**config.mk**
```make
export PLATFORM = sky130hd
export DESIGN_NAME = v_line_sequencer_flat
export DESIGN_NICKNAME = d
export VERILOG_FILES = /design/src/rtl/v_line_sequencer_if.sv /design/src/rtl/v_line_sequencer.sv /design/src/flat_wrapper.sv
export SDC_FILE = /design/constraint.sdc
export NUM_CORES = 1
export LEC_CHECK = 0
export BUFFER_PORTS_ARGS = -buffer_cell sky130_fd_sc_hd__buf_2
export CAP_MARGIN = 5
export CORE_MARGIN = 2
export CORE_UTILIZATION = 50
export CTS_BUF_LIST = sky130_fd_sc_hd__clkbuf_4
export CTS_CLUSTER_SIZE = 14
export DETAILED_ROUTE_END_ITERATION = 8
export PLACE_DENSITY = 0.75
export SLEW_MARGIN = 5
export SYNTH_ARGS = -nofsm -noshare
export SYNTH_HDL_FRONTEND = slang
export SYNTH_SLANG_ARGS = --single-unit
```
**constraint.sdc**
```tcl
create_clock -name i_clk -period 7.7 [get_ports i_clk]
set_clock_uncertainty 0.05 [all_clocks]
set_input_delay 2.31 -clock i_clk [delete_from_list [all_inputs] [get_ports i_clk]]
set_output_delay 2.31 -clock i_clk [all_outputs]
set_load 0.01 [all_outputs]
```
**src/rtl/v_line_sequencer_if.sv**
```systemverilog
// Signals between the vertical line sequencer and its neighbours: frame
// control, the vertical address generator and the line copy mover.
interface v_line_sequencer_if;
    logic        i_start;
    logic [31:0] i_frame_base;
    logic [31:0] i_dst_base;
    logic [31:0] i_y_off;
    logic [31:0] i_dir;
    logic        o_y_enable;
    logic [10:0] o_y_cnt;
    logic [9:0]  o_x_cnt;
    logic        i_y_done;
    logic [31:0] i_new_addr;
    // Line request: o_line_req stays high with src/dst/blank frozen until a
    // cycle in which i_line_ack is high; that cycle is the transfer.
    logic        o_line_req;
    logic [31:0] o_line_src;
    logic [31:0] o_line_dst;
    logic        o_line_blank;
    logic        i_line_ack;
    logic        i_line_done;
    logic        o_busy;
    logic        o_frame_done;

    modport master (
        input  i_start, i_frame_base, i_dst_base, i_y_off, i_dir,
        input  i_y_done, i_new_addr, i_line_ack, i_line_done,
        output o_y_enable, o_y_cnt, o_x_cnt, o_line_req, o_line_src,
        output o_line_dst, o_line_blank, o_busy, o_frame_done
    );

    modport slave (
        output i_start, i_frame_base, i_dst_base, i_y_off, i_dir,
        output i_y_done, i_new_addr, i_line_ack, i_line_done,
        input  o_y_enable, o_y_cnt, o_x_cnt, o_line_req, o_line_src,
        input  o_line_dst, o_line_blank, o_busy, o_frame_done
    );
endinterface

```
**src/rtl/v_line_sequencer.sv**
```systemverilog
// Frame sequencer for vertical compensation: walks the lines of a frame, collects
// each shifted source address and hands source/destination/blank to the line mover.
module v_line_sequencer #(
    parameter int NUM_LINES   = 480,
    parameter int LINE_PIXELS = 640,
    parameter int LINE_STRIDE = 4096
) (
    input  logic               i_clk,
    input  logic               i_rst,
    v_line_sequencer_if.master bus,
    output logic [2:0]         o_dbg_state
);
    typedef enum logic [2:0] {
        IDLE, SET_LINE, WAIT_ADDR, ISSUE, WAIT_LINE, NEXT, FRAME_DONE
    } state_t;

    localparam logic [31:0] STRIDE   = 32'(LINE_STRIDE);
    localparam logic [32:0] LAST_IDX = 33'(NUM_LINES - 1);
    localparam logic [10:0] LAST_Y   = 11'(NUM_LINES);

    state_t      state, state_nxt;
    logic [31:0] frame_base, dst_base, y_off;
    logic        dir_down;
    logic [10:0] y_cnt;
    logic        busy;
    logic        y_done_q;
    logic        edge_seen;
    logic [31:0] line_src, line_dst;
    logic        line_blank;
    logic        y_enable, line_req, frame_done;

    logic        y_done_rise;
    logic [31:0] line_idx;
    logic [31:0] line_off;
    logic [32:0] src_idx;
    logic        blank_c;

    assign y_done_rise = bus.i_y_done & ~y_done_q;
    assign line_idx    = 32'(y_cnt) - 32'd1;
    assign line_off    = STRIDE * line_idx;

    // Bit 32 of the source index acts as the sign: set means above the frame top.
    always_comb begin
        src_idx = dir_down ? ({1'b0, line_idx} + {1'b0, y_off})
                           : ({1'b0, line_idx} - {1'b0, y_off});
        blank_c = src_idx[32] || (src_idx > LAST_IDX);
    end

    always_ff @(posedge i_clk or posedge i_rst) begin
        if (i_rst) state <= IDLE;
        else       state <= state_nxt;
    end

    always_comb begin
        state_nxt  = state;
        y_enable   = 1'b0;
        line_req   = 1'b0;
        frame_done = 1'b0;
        case (state)
            IDLE:       if (bus.i_start) state_nxt = SET_LINE;
            SET_LINE: begin
                y_enable  = 1'b1;
                state_nxt = WAIT_ADDR;
            end
            // The first done edge after the line changes may belong to the old line.
            WAIT_ADDR: begin
                y_enable = 1'b1;
                if (y_done_rise && edge_seen) state_nxt = ISSUE;
            end
            ISSUE: begin
                line_req = 1'b1;
                if (bus.i_line_ack) state_nxt = bus.i_line_done ? NEXT : WAIT_LINE;
            end
            WAIT_LINE:  if (bus.i_line_done) state_nxt = NEXT;
            NEXT:       state_nxt = (y_cnt == LAST_Y) ? FRAME_DONE : SET_LINE;
            FRAME_DONE: begin
                frame_done = 1'b1;
                state_nxt  = IDLE;
            end
            default:    state_nxt = IDLE;
        endcase
    end

    always_ff @(posedge i_clk or posedge i_rst) begin
        if (i_rst) begin
            frame_base <= '0;
            dst_base   <= '0;
            y_off      <= '0;
            dir_down   <= 1'b0;
            y_cnt      <= '0;
            busy       <= 1'b0;
            y_done_q   <= 1'b0;
            edge_seen  <= 1'b0;
            line_src   <= '0;
            line_dst   <= '0;
            line_blank <= 1'b0;
        end else begin
            y_done_q <= bus.i_y_done;
            case (state)
                IDLE: if (bus.i_start) begin
                    frame_base <= bus.i_frame_base;
                    dst_base   <= bus.i_dst_base;
                    y_off      <= bus.i_y_off;
                    dir_down   <= |bus.i_dir;
                    y_cnt      <= 11'd1;
                    busy       <= 1'b1;
                end
                SET_LINE:  edge_seen <= 1'b0;
                WAIT_ADDR: if (y_done_rise) begin
                    edge_seen <= 1'b1;
                    if (edge_seen) begin
                        line_src   <= (y_off != 32'd0) ? bus.i_new_addr : frame_base + line_off;
                        line_dst   <= dst_base + line_off;
                        line_blank <= blank_c;
                    end
                end
                NEXT:       if (y_cnt != LAST_Y) y_cnt <= y_cnt + 11'd1;
                FRAME_DONE: busy <= 1'b0;
                default: ;
            endcase
        end
    end

    assign bus.o_y_enable   = y_enable;
    assign bus.o_y_cnt      = y_cnt;
    assign bus.o_x_cnt      = 10'(LINE_PIXELS);
    assign bus.o_line_req   = line_req;
    assign bus.o_line_src   = line_src;
    assign bus.o_line_dst   = line_dst;
    assign bus.o_line_blank = line_blank;
    assign bus.o_busy       = busy;
    assign bus.o_frame_done = frame_done;
    assign o_dbg_state      = state;
endmodule
```
**src/flat_wrapper.sv**
```systemverilog
// flat-port wrapper written by rule: the top's interface ports become plain ports
module v_line_sequencer_flat 
#(
    parameter int NUM_LINES   = 480,
    parameter int LINE_PIXELS = 640,
    parameter int LINE_STRIDE = 4096
)
  (i_clk, i_rst, o_dbg_state, bus_i_start, bus_i_frame_base, bus_i_dst_base, bus_i_y_off, bus_i_dir, bus_i_y_done, bus_i_new_addr, bus_i_line_ack, bus_i_line_done, bus_o_y_enable, bus_o_y_cnt, bus_o_x_cnt, bus_o_line_req, bus_o_line_src, bus_o_line_dst, bus_o_line_blank, bus_o_busy, bus_o_frame_done);
  v_line_sequencer_if bus_i ();
  input  logic i_clk;
  input  logic i_rst;
  output logic [2:0] o_dbg_state;
  input wire logic [$bits(bus_i.i_start)-1:0] bus_i_start;
  input wire logic [$bits(bus_i.i_frame_base)-1:0] bus_i_frame_base;
  input wire logic [$bits(bus_i.i_dst_base)-1:0] bus_i_dst_base;
  input wire logic [$bits(bus_i.i_y_off)-1:0] bus_i_y_off;
  input wire logic [$bits(bus_i.i_dir)-1:0] bus_i_dir;
  input wire logic [$bits(bus_i.i_y_done)-1:0] bus_i_y_done;
  input wire logic [$bits(bus_i.i_new_addr)-1:0] bus_i_new_addr;
  input wire logic [$bits(bus_i.i_line_ack)-1:0] bus_i_line_ack;
  input wire logic [$bits(bus_i.i_line_done)-1:0] bus_i_line_done;
  output wire logic [$bits(bus_i.o_y_enable)-1:0] bus_o_y_enable;
  output wire logic [$bits(bus_i.o_y_cnt)-1:0] bus_o_y_cnt;
  output wire logic [$bits(bus_i.o_x_cnt)-1:0] bus_o_x_cnt;
  output wire logic [$bits(bus_i.o_line_req)-1:0] bus_o_line_req;
  output wire logic [$bits(bus_i.o_line_src)-1:0] bus_o_line_src;
  output wire logic [$bits(bus_i.o_line_dst)-1:0] bus_o_line_dst;
  output wire logic [$bits(bus_i.o_line_blank)-1:0] bus_o_line_blank;
  output wire logic [$bits(bus_i.o_busy)-1:0] bus_o_busy;
  output wire logic [$bits(bus_i.o_frame_done)-1:0] bus_o_frame_done;
  assign bus_i.i_start = bus_i_start;
  assign bus_i.i_frame_base = bus_i_frame_base;
  assign bus_i.i_dst_base = bus_i_dst_base;
  assign bus_i.i_y_off = bus_i_y_off;
  assign bus_i.i_dir = bus_i_dir;
  assign bus_i.i_y_done = bus_i_y_done;
  assign bus_i.i_new_addr = bus_i_new_addr;
  assign bus_i.i_line_ack = bus_i_line_ack;
  assign bus_i.i_line_done = bus_i_line_done;
  assign bus_o_y_enable = bus_i.o_y_enable;
  assign bus_o_y_cnt = bus_i.o_y_cnt;
  assign bus_o_x_cnt = bus_i.o_x_cnt;
  assign bus_o_line_req = bus_i.o_line_req;
  assign bus_o_line_src = bus_i.o_line_src;
  assign bus_o_line_dst = bus_i.o_line_dst;
  assign bus_o_line_blank = bus_i.o_line_blank;
  assign bus_o_busy = bus_i.o_busy;
  assign bus_o_frame_done = bus_i.o_frame_done;
  v_line_sequencer #(.NUM_LINES(NUM_LINES), .LINE_PIXELS(LINE_PIXELS), .LINE_STRIDE(LINE_STRIDE)) u_core (.i_clk(i_clk), .i_rst(i_rst), .bus(bus_i), .o_dbg_state(o_dbg_state));
endmodule
```
==> results.sh <==
export IMPL_hold_class="register to register"
export IMPL_first_pass_iters=5
export IMPL_fillers=1979
export IMPL_final_hold_viol_count=0
export IMPL_ys_warn_count=0
export IMPL_grt_pass1_wl_um=48620
export IMPL_drive_above_1_share_pct=28.51
export IMPL_fp_dieH_um=156.7
export IMPL_fin_cells=1762
export IMPL_antenna_found_initial=4
export IMPL_slowest_stage="inv_1"
export IMPL_die_area_sq_um=24540
export IMPL_grt_max_degree=113
export IMPL_swShare_pct=48.62
export IMPL_rr_startpoint="u_core.bus.o_y_cnt[2]"
export IMPL_synth_edff_count=0
export IMPL_synth_top_area_share_pct=38.44
export IMPL_combinationalPowerShare_pct=65.7
export IMPL_rr_endpoint="u_core.bus.o_line_blank"
export IMPL_rsz0062_at_grt="no"
export IMPL_initial_core_util_pct=51.16
export IMPL_post_route_period_util_pct=67.18
export IMPL_routed_via_count=9982
export IMPL_drv_slew=0
export IMPL_p_seq_share_pct=25.8
export IMPL_yosys_cell_types_count=67
export IMPL_hold_path_depth=2
export IMPL_worstMarginPinSlew_ns=1.206
export IMPL_clk_latency_ns=0.60
export IMPL_routed_wirelength_um=29990
export IMPL_reg2regPathDepth=17
export IMPL_grt_pass1_vias=9641
export IMPL_regArea_sq_um=4479
export IMPL_holdBufCountCts=0
export IMPL_synth_flop_cell="dfrtp_1"
export IMPL_routedWlPerCell_um=17.02
export IMPL_hold_start="u_core.bus.o_line_dst[20]"
export IMPL_setup_viol=0
export IMPL_hold_slack_ns=0.4427
export IMPL_cp_max_fo=21
export IMPL_postCtsSetupBuffers=0
export IMPL_max_cap_violations=0
export IMPL_place_gp_congestion=0.9106
export IMPL_avgSynthCellArea_sq_um=9.622
export IMPL_fin_area_sq_um=13440
export IMPL_period_needed_ns=5.173
export IMPL_leakage_nw=6.354
export IMPL_grt_overflow=0
export IMPL_synth_cells=1211
export IMPL_clkTransAtPathRegs_ns=0.18
export IMPL_clock_path_buffers=2
export IMPL_crit_chain="nor3_4 > nand3b_1 > or3_1 > or3_4 > inv_1 > buf_4 > ha_1 > a21o_1 > a21oi_1 > a21boi_0 > o21ai_0 > a2111oi_2 > o211ai_1 > a211oi_2 > nand4_1 > nor4_2 > a31oi_1"
export IMPL_numClockSinks=179
export IMPL_cp_required_ns=8.14
export IMPL_synth_largest_area_cell="dfrtp_1"
export IMPL_fp_row_count=55
export IMPL_intPower_w=0.003441
export IMPL_die_w_um=156.7
export IMPL_ys_ff_latch=179
export IMPL_vias_per_cell=5.665
export IMPL_max_slew_margin_pct=19.37
export IMPL_critPathMaxStageDelay_ns=0.56
export IMPL_setup_tns_ns=0
export IMPL_max_clock_freq_mhz=193.3
export IMPL_multi_input_area_sq_um=6818
export IMPL_gr_usage_all_layers_pct=24.99
export IMPL_synthTopCellsByArea="dfrtp_1 (38%), mux2_2 (10%), ha_1 (7.9%), o21ai_0 (4.4%), xnor2_1 (3.8%)"
export IMPL_place_hpwl_um=22880
export IMPL_finalNetCount=1675
export IMPL_ys_seq_area_share_pct=38.44
export IMPL_vdd_drop_max_v=0.0002088
export IMPL_worstSetupPathType="register to register"
export IMPL_drt_iter0_drc=717
export IMPL_core_area_sq_um=22780
export IMPL_cts_tree="yes"
export IMPL_area_growth_pct=15.38
export IMPL_pin_count=259
export IMPL_r2r_slack_ns=2.53
export IMPL_ant_nets=0
export IMPL_status="finished, final reports clean"
export IMPL_placed_cells=1726
export IMPL_syn_area_sq_um=11650
export IMPL_p_per_area_nw_per_um2=498.1
export IMPL_ctsResizeCount=0
export IMPL_worstPathArrival_ns=5.62
export IMPL_placed_cell_area_sq_um=13120
export IMPL_h_tree_depth=4
export IMPL_holdPathEnd="u_core.bus.o_line_dst[20]"
export IMPL_cp_end_kind="register"
export IMPL_power_switching_w=0.003256
export IMPL_post_route_drc_count=0
export IMPL_tritoncts_num_buffers=17
export IMPL_synthArstFlopShare_pct=100.0
export IMPL_clkPwrFrac_pct=8.5
export IMPL_worst_setup_path_start_kind="register"
export IMPL_portBuffers=248
export IMPL_cts_root_buf="clkbuf_4"
## cells by family after synthesis
family | count (synthesis) | share of synthesized area [%]
flip-flops | 179 | 38.44
other | 2 | 0.06445
AO/OA/AOI/OAI | 305 | 16.07
multiplexers | 132 | 12.49
AND/OR/NAND/NOR | 329 | 14.00
adder cells (fa/ha/maj) | 77 | 8.461
buffers and inverters | 94 | 3.479
XOR/XNOR | 93 | 6.990
## flip-flops by register name, summed over array words and instances (netlist names)
name	flops
u_core.bus.o_y_cnt	11
u_core.o_dbg_state	3
u_core.bus.o_line_src	32
u_core.frame_base	32
u_core.edge_seen	1
u_core.bus.o_busy	1
u_core.y_off	32
u_core.y_done_q	1
u_core.dir_down	1
u_core.bus.o_line_dst	32
u_core.bus.o_line_blank	1
u_core.dst_base	32
## metal layers
metal	GRT usage (%)	part of all wire, %
met5	0	0
met3	4.237	6.1
met2	41.96	47
met4	6.903	1.9
met1	33.44	45
## cells in the mapped netlist (3+ instances only)
| master | count |
|---|---|
| mux2_2 | 107 |
| o21a_1 | 9 |
| o211a_1 | 3 |
| a32oi_1 | 3 |
| nor2b_1 | 8 |
| mux2i_1 | 25 |
| buf_1 | 3 |
| or3_1 | 8 |
| o2111ai_1 | 4 |
| a211oi_1 | 18 |
| nand3_1 | 24 |
| a21oi_1 | 87 |
| o21bai_1 | 7 |
| buf_2 | 3 |
| nor4b_1 | 4 |
| ha_1 | 74 |
| o211ai_1 | 8 |
| or4_1 | 4 |
| inv_1 | 33 |
| xnor2_1 | 51 |
| nand2b_1 | 13 |
| o221ai_1 | 4 |
| fa_1 | 3 |
| o41ai_1 | 4 |
| nand3b_1 | 3 |
| buf_4 | 13 |
| dfrtp_1 | 179 |
| and3_1 | 7 |
| a31oi_1 | 8 |
| a21o_1 | 20 |
| nor4_1 | 17 |
| nor3b_1 | 6 |
| nand4_1 | 15 |
| o21ai_0 | 102 |
| and2_1 | 4 |
| nand2_1 | 107 |
| nor2_1 | 76 |
| xor2_1 | 42 |
| o31ai_1 | 6 |
| a211o_1 | 6 |
| clkbuf_1 | 42 |
| nor3_1 | 21 |
## worst max-delay path by stage
| stage | startpoint | to | depth (start not counted) |
|---|---|---|---|
| finish | u_core.bus.o_y_cnt[2] | u_core.bus.o_line_blank | 17 |
| detailed placement | u_core.bus.o_y_cnt[2] | u_core.bus.o_line_blank | 17 |
| global route | u_core.y_off[2] | u_core.bus.o_line_blank | 17 |
| global placement | u_core.bus.o_y_cnt[2] | u_core.bus.o_line_blank | 17 |
| CTS | u_core.bus.o_y_cnt[2] | u_core.bus.o_line_blank | 17 |
| floorplan | i_rst | u_core.bus.o_busy | 1 |
## critical path, delay by kind of cell (launching register included)
| kind | cells | cell delay (ns) |
|---|---|---|
| compound gates | 8 | 1.67 |
| fa+ha+maj | 1 | 0.34 |
| flops | 1 | 0.54 |
| buf+inv | 2 | 0.97 |
| simple gates | 6 | 1.50 |
## power groups by stage
stage                     clock network, W  logic, W  registers [W]
after floorplan                          0   0.00330        0.00171
after global placement                   0   0.00428        0.00172
after detailed placement                 0   0.00435        0.00175
after CTS                         0.000582   0.00437        0.00172
after global routing              0.000627   0.00490        0.00179
final                             0.000572   0.00440        0.00173
## through the flow
step | util (%) | power, W | setup WS, ns
2_1_floorplan | - | 0.005012 | 0.4814
3_3_place_gp | 57.62 | 0.006001 | 2.775
3_5_place_dp | 57.62 | 0.006096 | 2.617
4_1_cts | 58.98 | 0.006676 | 2.573
5_1_grt | 59.02 | 0.007317 | 1.986
6_report | 59.02 | 0.006697 | 2.527
## placed cells by master (no fill, tap or decap), types with 15 or more instances in the layout
cell and count:
nand2_1 106, clkbuf_4 18, xnor2_1 51, nor2_1 76, nand3_1 24, a21o_1 20, nor3_1 21, nand4_1 15
inv_1 32, xor2_1 42, dfrtp_1 179, ha_1 74, buf_2 248, a211oi_1 18, nor4_1 17, o21ai_0 102
mux2_2 107, a21oi_1 87, mux2i_1 25
## final cells by class
class / count / area share (%)
Tap cell: 313 / 2.913
Clock buffer: 18 / 1.005
Timing Repair Buffer: 255 / 9.716
Clock inverter: 14 / 1.303
Multi-Input combinational cell: 946 / 50.71
Sequential cell: 179 / 33.32
Inverter: 33 / 0.9586
Antenna cell: 4 / 0.07445
No activity file was read; power rests on OpenSTA's default activity.
